`config.mk`:
```
export PLATFORM = sky130hd
export DESIGN_NAME = inst_fetch
export DESIGN_NICKNAME = d
export VERILOG_FILES = /design/src/rtl/inst_fetch.sv
export SDC_FILE = /design/constraint.sdc
export NUM_CORES = 1
export LEC_CHECK = 0
export CORE_MARGIN = 2
export CORE_UTILIZATION = 45
export CTS_CLUSTER_DIAMETER = 150
export DETAILED_ROUTE_END_ITERATION = 6
export GPL_ROUTABILITY_DRIVEN = 0
export GPL_TIMING_DRIVEN = 0
export MAX_ROUTING_LAYER = met4
export PLACE_DENSITY = 0.83
export SYNTH_ARGS = -nofsm -noshare
export SYNTH_HDL_FRONTEND = slang
export SYNTH_SLANG_ARGS = --single-unit
```
`constraint.sdc`:
```
create_clock -name clk -period 7 [get_ports clk]
set_input_delay 1.4 -clock clk [delete_from_list [all_inputs] [get_ports clk]]
set_output_delay 1.4 -clock clk [all_outputs]
set_load 0.03 [all_outputs]
```
`src/rtl/inst_fetch.sv`:
```
// Instruction fetch: PC, one-cycle-latency memory port and a 2-entry {pc, inst} FIFO to decode.
// Optional HALT detection (opcode 4'b1000) is built when INST_FETCH_HALT_DETECT_EN is defined.
module inst_fetch (
    input  logic        clk,
    input  logic        rst,
    output logic [7:0]  mem_addr,
    output logic        mem_req,
    input  logic [15:0] mem_data,
    input  logic        redirect_valid,
    input  logic [7:0]  redirect_addr,
    output logic        inst_valid,
    input  logic        inst_ready,
    output logic [15:0] inst_data,
    output logic [7:0]  inst_pc,
    output logic        halted
);

    logic [7:0]  pc;
    logic [1:0]  count, count_n, base;
    logic [7:0]  q_pc [2];
    logic [15:0] q_data [2];
    logic [7:0]  q_pc_n [2];
    logic [15:0] q_data_n [2];
    logic        inflight;
    logic [7:0]  inflight_pc;
    logic        halted_q;
    logic        pop, wr;
    logic [2:0]  occ;

    assign inst_valid = !rst && (count != 2'd0);
    assign inst_data  = rst ? 16'h0 : q_data[0];
    assign inst_pc    = rst ? 8'h0 : q_pc[0];
    assign mem_addr   = rst ? 8'h0 : pc;
    assign halted     = !rst && halted_q;

    assign pop = inst_valid && inst_ready;
    // A returning word is dropped if a redirect flushes it or fetch already halted.
    assign wr  = inflight && !redirect_valid && !halted_q;
    assign occ = {1'b0, count} + {2'b0, inflight} - {2'b0, pop};
    assign mem_req = !rst && !halted_q && !redirect_valid && (occ < 3'd2);

`ifdef INST_FETCH_HALT_DETECT_EN
    always_ff @(posedge clk) begin
        if (rst || redirect_valid)
            halted_q <= 1'b0;
        else if (wr && mem_data[15:12] == 4'b1000)
            halted_q <= 1'b1;
    end
`else
    assign halted_q = 1'b0;
`endif

    // Pop shifts entry 1 to the head; a write lands just behind what survives the pop.
    always_comb begin
        q_pc_n   = q_pc;
        q_data_n = q_data;
        base     = count - {1'b0, pop};
        if (pop) begin
            q_pc_n[0]   = q_pc[1];
            q_data_n[0] = q_data[1];
        end
        if (wr) begin
            q_pc_n[base[0]]   = inflight_pc;
            q_data_n[base[0]] = mem_data;
        end
        count_n = redirect_valid ? 2'd0 : base + {1'b0, wr};
    end

    always_ff @(posedge clk) begin
        if (rst) begin
            pc          <= 8'h0;
            count       <= 2'd0;
            inflight    <= 1'b0;
            inflight_pc <= 8'h0;
            for (int i = 0; i < 2; i++) begin
                q_pc[i]   <= 8'h0;
                q_data[i] <= 16'h0;
            end
        end else begin
            inflight    <= mem_req;
            inflight_pc <= pc;
            if (redirect_valid)
                pc <= redirect_addr;
            else if (mem_req)
                pc <= pc + 8'd1;
            count  <= count_n;
            q_pc   <= q_pc_n;
            q_data <= q_data_n;
        end
    end

endmodule

```
==> impl_results.md, run 1 <==
* Register-to-register setup slack at slightly above 4 ns
* Maximum number of pins on one net before global-route repair at 12
* DP Worst Slack at 1.33 ns
* Reg-to-reg critical path startpoint: count[1]$_SDFF_PN0_
* Global-route usage over all layers at between 20 and 25%
* Yosys warnings at 0
* Share of synthesized registers carrying an async set or reset at 0%
* CTS tree: built
* EDFF count, synth at 0
* Post-cts resize count at 0
* Setup repair after global routing missed its margin: false
* Post-route fraction of the period consumed by the critical path at 81.3%
* Count of final setup violators at 0
* Gr ovfl total at 0
* # fillers at 580
* Fraction of the mapped netlist area in compound gates at about 16%
* Power Dens Cells at ~230 nW/um2
* Number of slew-limit violations in the final report at 0
* Clk_lat worst skew at around 0.34 ns
* Post-CTS Hold Buffers at 0
* #FFs+latches synth at between 60 and 70
* Multiplexer share of the synthesized area at 7.80%
* Dominant combinational cell family by area after synthesis: simple AND/OR/NAND/NOR gates
* Number of endpoints with negative hold slack in the final report at 0
* Net count of the mapped netlist at approximately 370
* Final net count at 443
* Critical setup path kind: input pin to output pin
* Cell count of the worst hold path at 2
* Per-instance average area after synthesis at around 9.4 um2
* Nature of the critical path endpoint: output pin
* I/O Buffers at between 50 and 60
* First-pass GRT wire length at approximately 13000 um
* Diode insertion count for antenna repair at 0
* Area share of and/or/nand/nor cells after synthesis at between 20% and 30%
* Max clock buf depth at 2
* Final HPWL DP at between 5000 and 6000 um
* Clock sink total at 67
* Dominant cells by area after synthesis: sky130_fd_sc_hd__dfxtp_1 42%, sky130_fd_sc_hd__a311oi_2 9.4%, sky130_fd_sc_hd__mux2i_1 7.8%
* PnR worst setup slack at between 1 and 1.5 ns
* Die Outline Area at about 7800 um2
* Post-synth top area share at a little over two fifths
* Antenna violations before repair at 0
* Top FF cell, synth: sky130_fd_sc_hd__dfxtp_1
* Y dimension of the die at about 90 um
* Data arrival at the endpoint of the critical path at roughly 4.3 ns
* WP data required at ~5.6 ns
* Distinct cell type count after synthesis at between 40 and 50
* Total number of vias at between 2000 and 3000
* Leading area contributor after synthesis: sky130_fd_sc_hd__dfxtp_1
* XOR/XNOR share of the synthesized area at 1.05%
* HP Class: flip-flop to flip-flop
* Crit path launch type: input pin
* Number of search-and-repair iterations in the first detailed-routing pass at 5
* Placement Cell Area at 3920 um2
* Detailed-route vias per instance at roughly 5.4
* Most repeated cell in the gate-level netlist after synthesis: sky130_fd_sc_hd__dfxtp_1
* CTS H-tree lvls at 3
* Detailed-route DRC error count at 0
* Total length of routed wires at about 8000 um
* Arithmetic-cell share of the synthesized area counting full adders, half adders and majority gates at under 10%
* Peak supply drop at around 130 uV
* Max-Slew Margin vs Limit at 45.8%
* Worst r2r path cells at 13
* Max Clock Freq at approximately 180 MHz
* Finished Cell Area at 4180 um2
* Maxcap violations at 0
* Horizontal die dimension at slightly below 90 um
* Static Leakage at roughly 1.5 nW
* Fin util at about three fifths
* TritonCTS buffer count at 9
* End of the worst register-to-register path: pc[1]$_SDFFE_PP0P_
* Part of the Yosys area used for sequential elements at between 40% and 50%
* Skew final at 0.00755 ns
* Area delta synth->final at 30.3%
* Summed instance area of the synthesized netlist at about 3200 um2
* TNS Setup at 0 ns
* Post-route antenna net violation count at 0
* Post-CTS clock slew at the launch and capture registers of the worst setup and hold paths at about 0.070 ns
* Detailed router's first-iteration violation count at 190
* Transition at the pin with the smallest max-transition slack at about 0.81 ns
* Average wire per cell in the routed design at roughly 16 um
* Number of standard cells after synthesis at 340
* Total setup buffers inserted after CTS at 0
* CTS root buf: sky130_fd_sc_hd__clkbuf_8
* Crit Path Max Fanout at 10
* Number of global-route vias before repair at roughly 2800
* Num ports at 63
* Worst Hold Launch: pc[7]$_SDFFE_PP0P_
* Hold path endpoint: pc[7]$_SDFFE_PP0P_
* Effective utilization at floorplan at between 40% and 50%
* Commonest cells in the netlist: 67 x sky130_fd_sc_hd__dfxtp_1, 53 x sky130_fd_sc_hd__nor2_1, 31 x sky130_fd_sc_hd__nor2b_1
* Layout cells sized above 1 at ~18%
* Cell Rows at 30
* Floorplan Core Area at 6830 um2
* Min Tclk post-route at approximately 5.7 ns
* Result of the run: completed
==> logic make-up (layout without fill, tap and decap cells) <==
group | count (synthesis) | after routing
AO/OA/AOI/OAI | 46 | 46
multiplexers | 25 | 25
flip-flops | 67 | 67
adder cells (fa/ha/maj) | 5 | 5
other | 1 | 1
AND/OR/NAND/NOR | 154 | 154
XOR/XNOR | 3 | 3
buffers and inverters | 39 | 113
==> where the power goes <==
group	internal (mW)	switching, mW	total (mW)
Combinational	0.0509	0.0633	0.114
Clock	0.280	0.149	0.429
Sequential	0.395	0.00994	0.405
==> cells in the final DEF (no fill, tap or decap), types with 2 or more instances in the layout <==
master and n:
sky130_fd_sc_hd__dfxtp_1 67, sky130_fd_sc_hd__clkdlybuf4s50_1 59, sky130_fd_sc_hd__nor2_1 53, sky130_fd_sc_hd__nor2b_1 31, sky130_fd_sc_hd__nand3_1 26, sky130_fd_sc_hd__mux2i_1 25, sky130_fd_sc_hd__a311oi_2 20, sky130_fd_sc_hd__nand2_2 19
sky130_fd_sc_hd__nand2_1 17, sky130_fd_sc_hd__inv_1 10, sky130_fd_sc_hd__clkbuf_8 10, sky130_fd_sc_hd__clkbuf_1 9, sky130_fd_sc_hd__buf_2 8, sky130_fd_sc_hd__a311oi_1 6, sky130_fd_sc_hd__a21oi_1 5, sky130_fd_sc_hd__buf_4 4
sky130_fd_sc_hd__ha_1 4, sky130_fd_sc_hd__bufinv_16 4, sky130_fd_sc_hd__buf_1 3, sky130_fd_sc_hd__o22ai_1 3, sky130_fd_sc_hd__buf_12 2, sky130_fd_sc_hd__nor3_1 2, sky130_fd_sc_hd__a22oi_1 2, sky130_fd_sc_hd__o31a_1 2
==> metal layers <==
| layer | part of all wire (%) | vias to the layer above | track usage [%] |
|---|---|---|---|
| met1 | 43 | 1320 | 26.6 |
| met5 | 0 | - | - |
| li1 | - | 1313 | - |
| met2 | 49 | 107 | 36.1 |
| met3 | 5.6 | 17 | 4.48 |
| met4 | 2.2 | 0 | 9.64 |
==> layout make-up <==
type | count | area [um2] | share of cell area (%)
Buffer | 28 | 181 | 4.34
Clock buffer | 10 | 138 | 3.29
Clock inverter | 5 | 125 | 2.99
Inverter | 11 | 41.3 | 0.987
Multi-Input combinational cell | 234 | 1640 | 39.3
Sequential cell | 67 | 1340 | 32.1
Tap cell | 96 | 120 | 2.87
Timing Repair Buffer | 59 | 591 | 14.1
==> through the flow <==
stage	cells	power (mW)	hold WS, ns
floorplan	340	0.481	0.454
global placement	495	0.524	0.470
detailed placement	495	0.527	0.469
CTS	510	0.951	0.485
global route	510	0.977	0.512
finish	510	0.948	0.488
==> critical path: stages <==
cell and delay (ns):
sky130_fd_sc_hd__buf_6 0.12, sky130_fd_sc_hd__o21ba_4 0.22, sky130_fd_sc_hd__buf_8 0.13, sky130_fd_sc_hd__nand2_8 0.08, sky130_fd_sc_hd__buf_12 0.16, sky130_fd_sc_hd__inv_1 0.07, sky130_fd_sc_hd__ha_1 0.22, sky130_fd_sc_hd__nand2b_1 0.15
sky130_fd_sc_hd__fa_1 0.41, sky130_fd_sc_hd__xnor2_2 0.26, sky130_fd_sc_hd__nand3_4 0.18, sky130_fd_sc_hd__inv_2 0.18, sky130_fd_sc_hd__clkdlybuf4s50_1 0.70
==> how the worst max path moves through the flow <==
stage / startpoint / endpoint / slack [ns] / cells after the start
after CTS: rst / mem_req / 1.32 / 13
after global routing: rst / mem_req / 1.20 / 13
final: rst / mem_req / 1.31 / 13
after global placement: rst / mem_req / 1.36 / 13
after floorplan: rst / mem_req / 2.14 / 12
after detailed placement: rst / mem_req / 1.33 / 13
Power figures use the tool's default switching activity.
==> inputs of run 2 (changes only) <==
Settings changed: PLACE_DENSITY 0.83 to 0.86.
Clock period 7 ns to 4.9 ns, I/O delays scaled along.
==> run 2 against run 1 <==
First-iteration DRC count increased by 11%. Hold slack improved by 0.0031 ns. Flip-flop and latch count unchanged. Via count down 1.3%. Clock power is 18% higher. Routed wire length shrank 1.4%. Core utilization fell by 0.66 points. Non-clock buffer count stayed put. Global-route usage fell by 0.63 points. Critical path type unchanged. Critical endpoint unchanged. Largest cell class unchanged. Highest routed layer unchanged.
==> impl_results.md, run 2 (synthesized netlist as in run 1, its figures left out) <==
* Result of the run: completed
* TritonCTS buffer count at 9
* Metal2 WL at between 3000 and 4000 um
* Maxcap violations at 0
* Power Dens Cells at 302 nW/um2
* Relative contribution of the clock network to total power at between 40% and 50%
* Maximum number of pins on one net before global-route repair at 12
* Min Tclk post-route at ~4.5 ns
* Worst slack on hold paths at about 0.5 ns
* Detailed-route DRC error count at 0
* Most frequent standard cell in the layout excluding fill and tap cells: sky130_fd_sc_hd__dfxtp_1
* Worst Path Buf+Inv at 6
* Int Pwr at 0.933 mW
* Number of search-and-repair iterations in the first detailed-routing pass at 4
* Worst r2r path cells at 13
* Power after layout at ~1.3 mW
* TNS Setup at 0 ns
* Num ports at 63
* Total setup buffers inserted after CTS at 0
* Cell chain of the critical path: buf_6, o21ba_4, buf_8, nand2_8, buf_12, inv_1, ha_1, nand2b_1, fa_1, xnor2_2, nand3_4, inv_2, dlymetal6s2s_1
* I/O Buffers at 59
* Number of slew-limit violations in the final report at 0
* Cell at the slowest stage of the critical path: sky130_fd_sc_hd__fa_1
* Floorplan Core Area at 6830 um2
* Nature of the critical path endpoint: output pin
* CTS H-tree lvls at 3
* CP max stage delay at roughly 0.40 ns
* Antenna violations before repair at 0
* Die Outline Area at between 7000 and 8000 um2
* Final HPWL DP at about 5600 um
* Hold path endpoint: q_data[17]$_SDFF_PP0_
* Layout cells sized above 1 at about 18%
* Seq pwr share at a little under half
* Y dimension of the die at 88.4 um
* Peak supply drop at around 150 uV
* Diode insertion count for antenna repair at 0
* CTS root buf: sky130_fd_sc_hd__clkbuf_8
* Met3 WL post-DR at about 360 um
* Effective utilization at floorplan at 47.0%
* Total length of routed wires at between 7000 and 8000 um
* Average wire per cell in the routed design at roughly 15 um
* Worst Hold Launch: q_data[17]$_SDFF_PP0_
* Count of final setup violators at 0
* Number of endpoints with negative hold slack in the final report at 0
* Logic gate share of total power at 13.1%
* # fillers at between 500 and 600
* Data arrival at the endpoint of the critical path at approximately 3.5 ns
* Critical path origin: rst
* Highest routed layer: met4
* Global-route usage over all layers at a little over a fifth
* Number of global-route vias before repair at roughly 2500
* Final net count at about 440
* Detailed router's first-iteration violation count at between 200 and 250
* Switching Share at between 20% and 30%
* Cell Rows at 30
* Cell count of the worst hold path at 2
* Critical setup path kind: input pin to output pin
* Static Leakage at about 1.5 nW
* HP Class: flip-flop to flip-flop
* Register-to-register setup slack at a little under 2 ns
* End of the worst register-to-register path: pc[1]$_SDFFE_PP0P_
* Routed length on met1 at 3460 um
* Clock sink total at 67
* Post-CTS clock slew at the launch and capture registers of the worst setup and hold paths at 0.07 ns
* Transition at the pin with the smallest max-transition slack at roughly 0.76 ns
* Max Clock Freq at between 200 and 250 MHz
* Gr ovfl total at 0
* Reg-to-reg critical path startpoint: count[1]$_SDFF_PN0_
* Clk_lat worst skew at ~0.35 ns
* Setup repair after global routing missed its margin: false
* Skew final at about 0.0045 ns
* Horizontal die dimension at just under 90 um
* Most used cells in the layout excluding fill and tap cells: 67 x sky130_fd_sc_hd__dfxtp_1, 58 x sky130_fd_sc_hd__clkdlybuf4s50_1, 53 x sky130_fd_sc_hd__nor2_1
* Detailed-route vias per instance at approximately 5.3
* Crit path launch type: input pin
* Max clock buf depth at 2
* Max-Slew Margin vs Limit at 49.4%
* Crit Path Max Fanout at 10
* CTS tree: built
* First-pass GRT wire length at 12300 um
* Area delta synth->final at 28.9%
* Family with the most delay on the worst path: buffers and inverters
* Total number of vias at approximately 2700
* WP data required at between 3 and 4 ns
* Post-route fraction of the period consumed by the critical path at between 90% and 100%
* Post-route antenna net violation count at 0
* Switching component of the power at 0.317 mW
run 2: changes by cell type in the layout (fill, tap and decap cells not counted), sizes merged:
| cell | before | now |
|---|---|---|
| bufinv | 4 | 2 |
| clkdlybuf4s50 | 59 | 58 |
| dlymetal6s2s | 0 | 1 |
| clkinv | 1 | 2 |
| clkinvlp | 0 | 1 |
run 2: per-stage QoR:
step           worst slack (ns)  area [um2]  utilization, %  cells
2_1_floorplan             0.876        3210               -    340
3_3_place_gp             0.0987        3920            57.4    495
3_5_place_dp             0.0594        3920            57.4    495
4_1_cts                  0.0452        4130            60.5    510
5_1_grt                   0.324        4140            60.5    510
6_report                  0.430        4140            60.5    510
run 2: per-layer routing:
metal,GRT usage (%),up-vias
li1,-,1307
met1,26.6,1324
met2,34.5,76
met3,3.36,14
met4,10.2,0
met5,-,-
run 2: cell type report:
cell class	instances	area (um2)	share of cell area, %
buffer	28	181	4.39
clock buffer	10	138	3.33
clock inverter	5	77.6	1.88
inverter	11	41.3	0.998
multi-input combinational	234	1640	39.7
sequential	67	1340	32.4
tap	96	120	2.90
timing repair buffer	59	593	14.3
run 2: repair_timing:
item	in CTS	in global routing
setup endpoints to repair	0	1
gates resized for setup	0	1
hold buffers	0	0
run 2: how the worst max path moves through the flow:
stage                    to  slack [ns]  depth (start not counted)
detailed placement  mem_req        0.06                         13
finish              mem_req        0.43                         13
CTS                 mem_req        0.05                         13
global placement    mem_req         0.1                         13
floorplan           mem_req        0.88                         12
global route        mem_req        0.32                         13
run 2: worst register-to-register path: stages, from the launching register on:
cell	delay (ns)
sky130_fd_sc_hd__dfxtp_1	0.49
sky130_fd_sc_hd__o21ba_4	0.20
sky130_fd_sc_hd__buf_8	0.13
sky130_fd_sc_hd__nand2_8	0.08
sky130_fd_sc_hd__buf_12	0.16
sky130_fd_sc_hd__inv_1	0.08
sky130_fd_sc_hd__ha_1	0.22
sky130_fd_sc_hd__nand2b_1	0.15
sky130_fd_sc_hd__fa_1	0.40
sky130_fd_sc_hd__xnor2_2	0.26
sky130_fd_sc_hd__nand3_4	0.18
sky130_fd_sc_hd__inv_2	0.18
sky130_fd_sc_hd__nand2_1	0.09
sky130_fd_sc_hd__a311oi_2	0.24
run 2: power groups by stage:
stage | combinational (mW) | clock (mW) | sequential [mW]
floorplan | 0.101 | 0 | 0.587
global placement | 0.159 | 0 | 0.589
detailed placement | 0.162 | 0 | 0.590
CTS | 0.164 | 0.507 | 0.578
global route | 0.175 | 0.531 | 0.581
finish | 0.164 | 0.508 | 0.579
==> inputs of run 3 (changes only) <==
Settings changed: CTS_CLUSTER_DIAMETER 150 to unset.
==> results of run 3 <==
The final DEF is identical to that of run 2; final timing and power are the same.
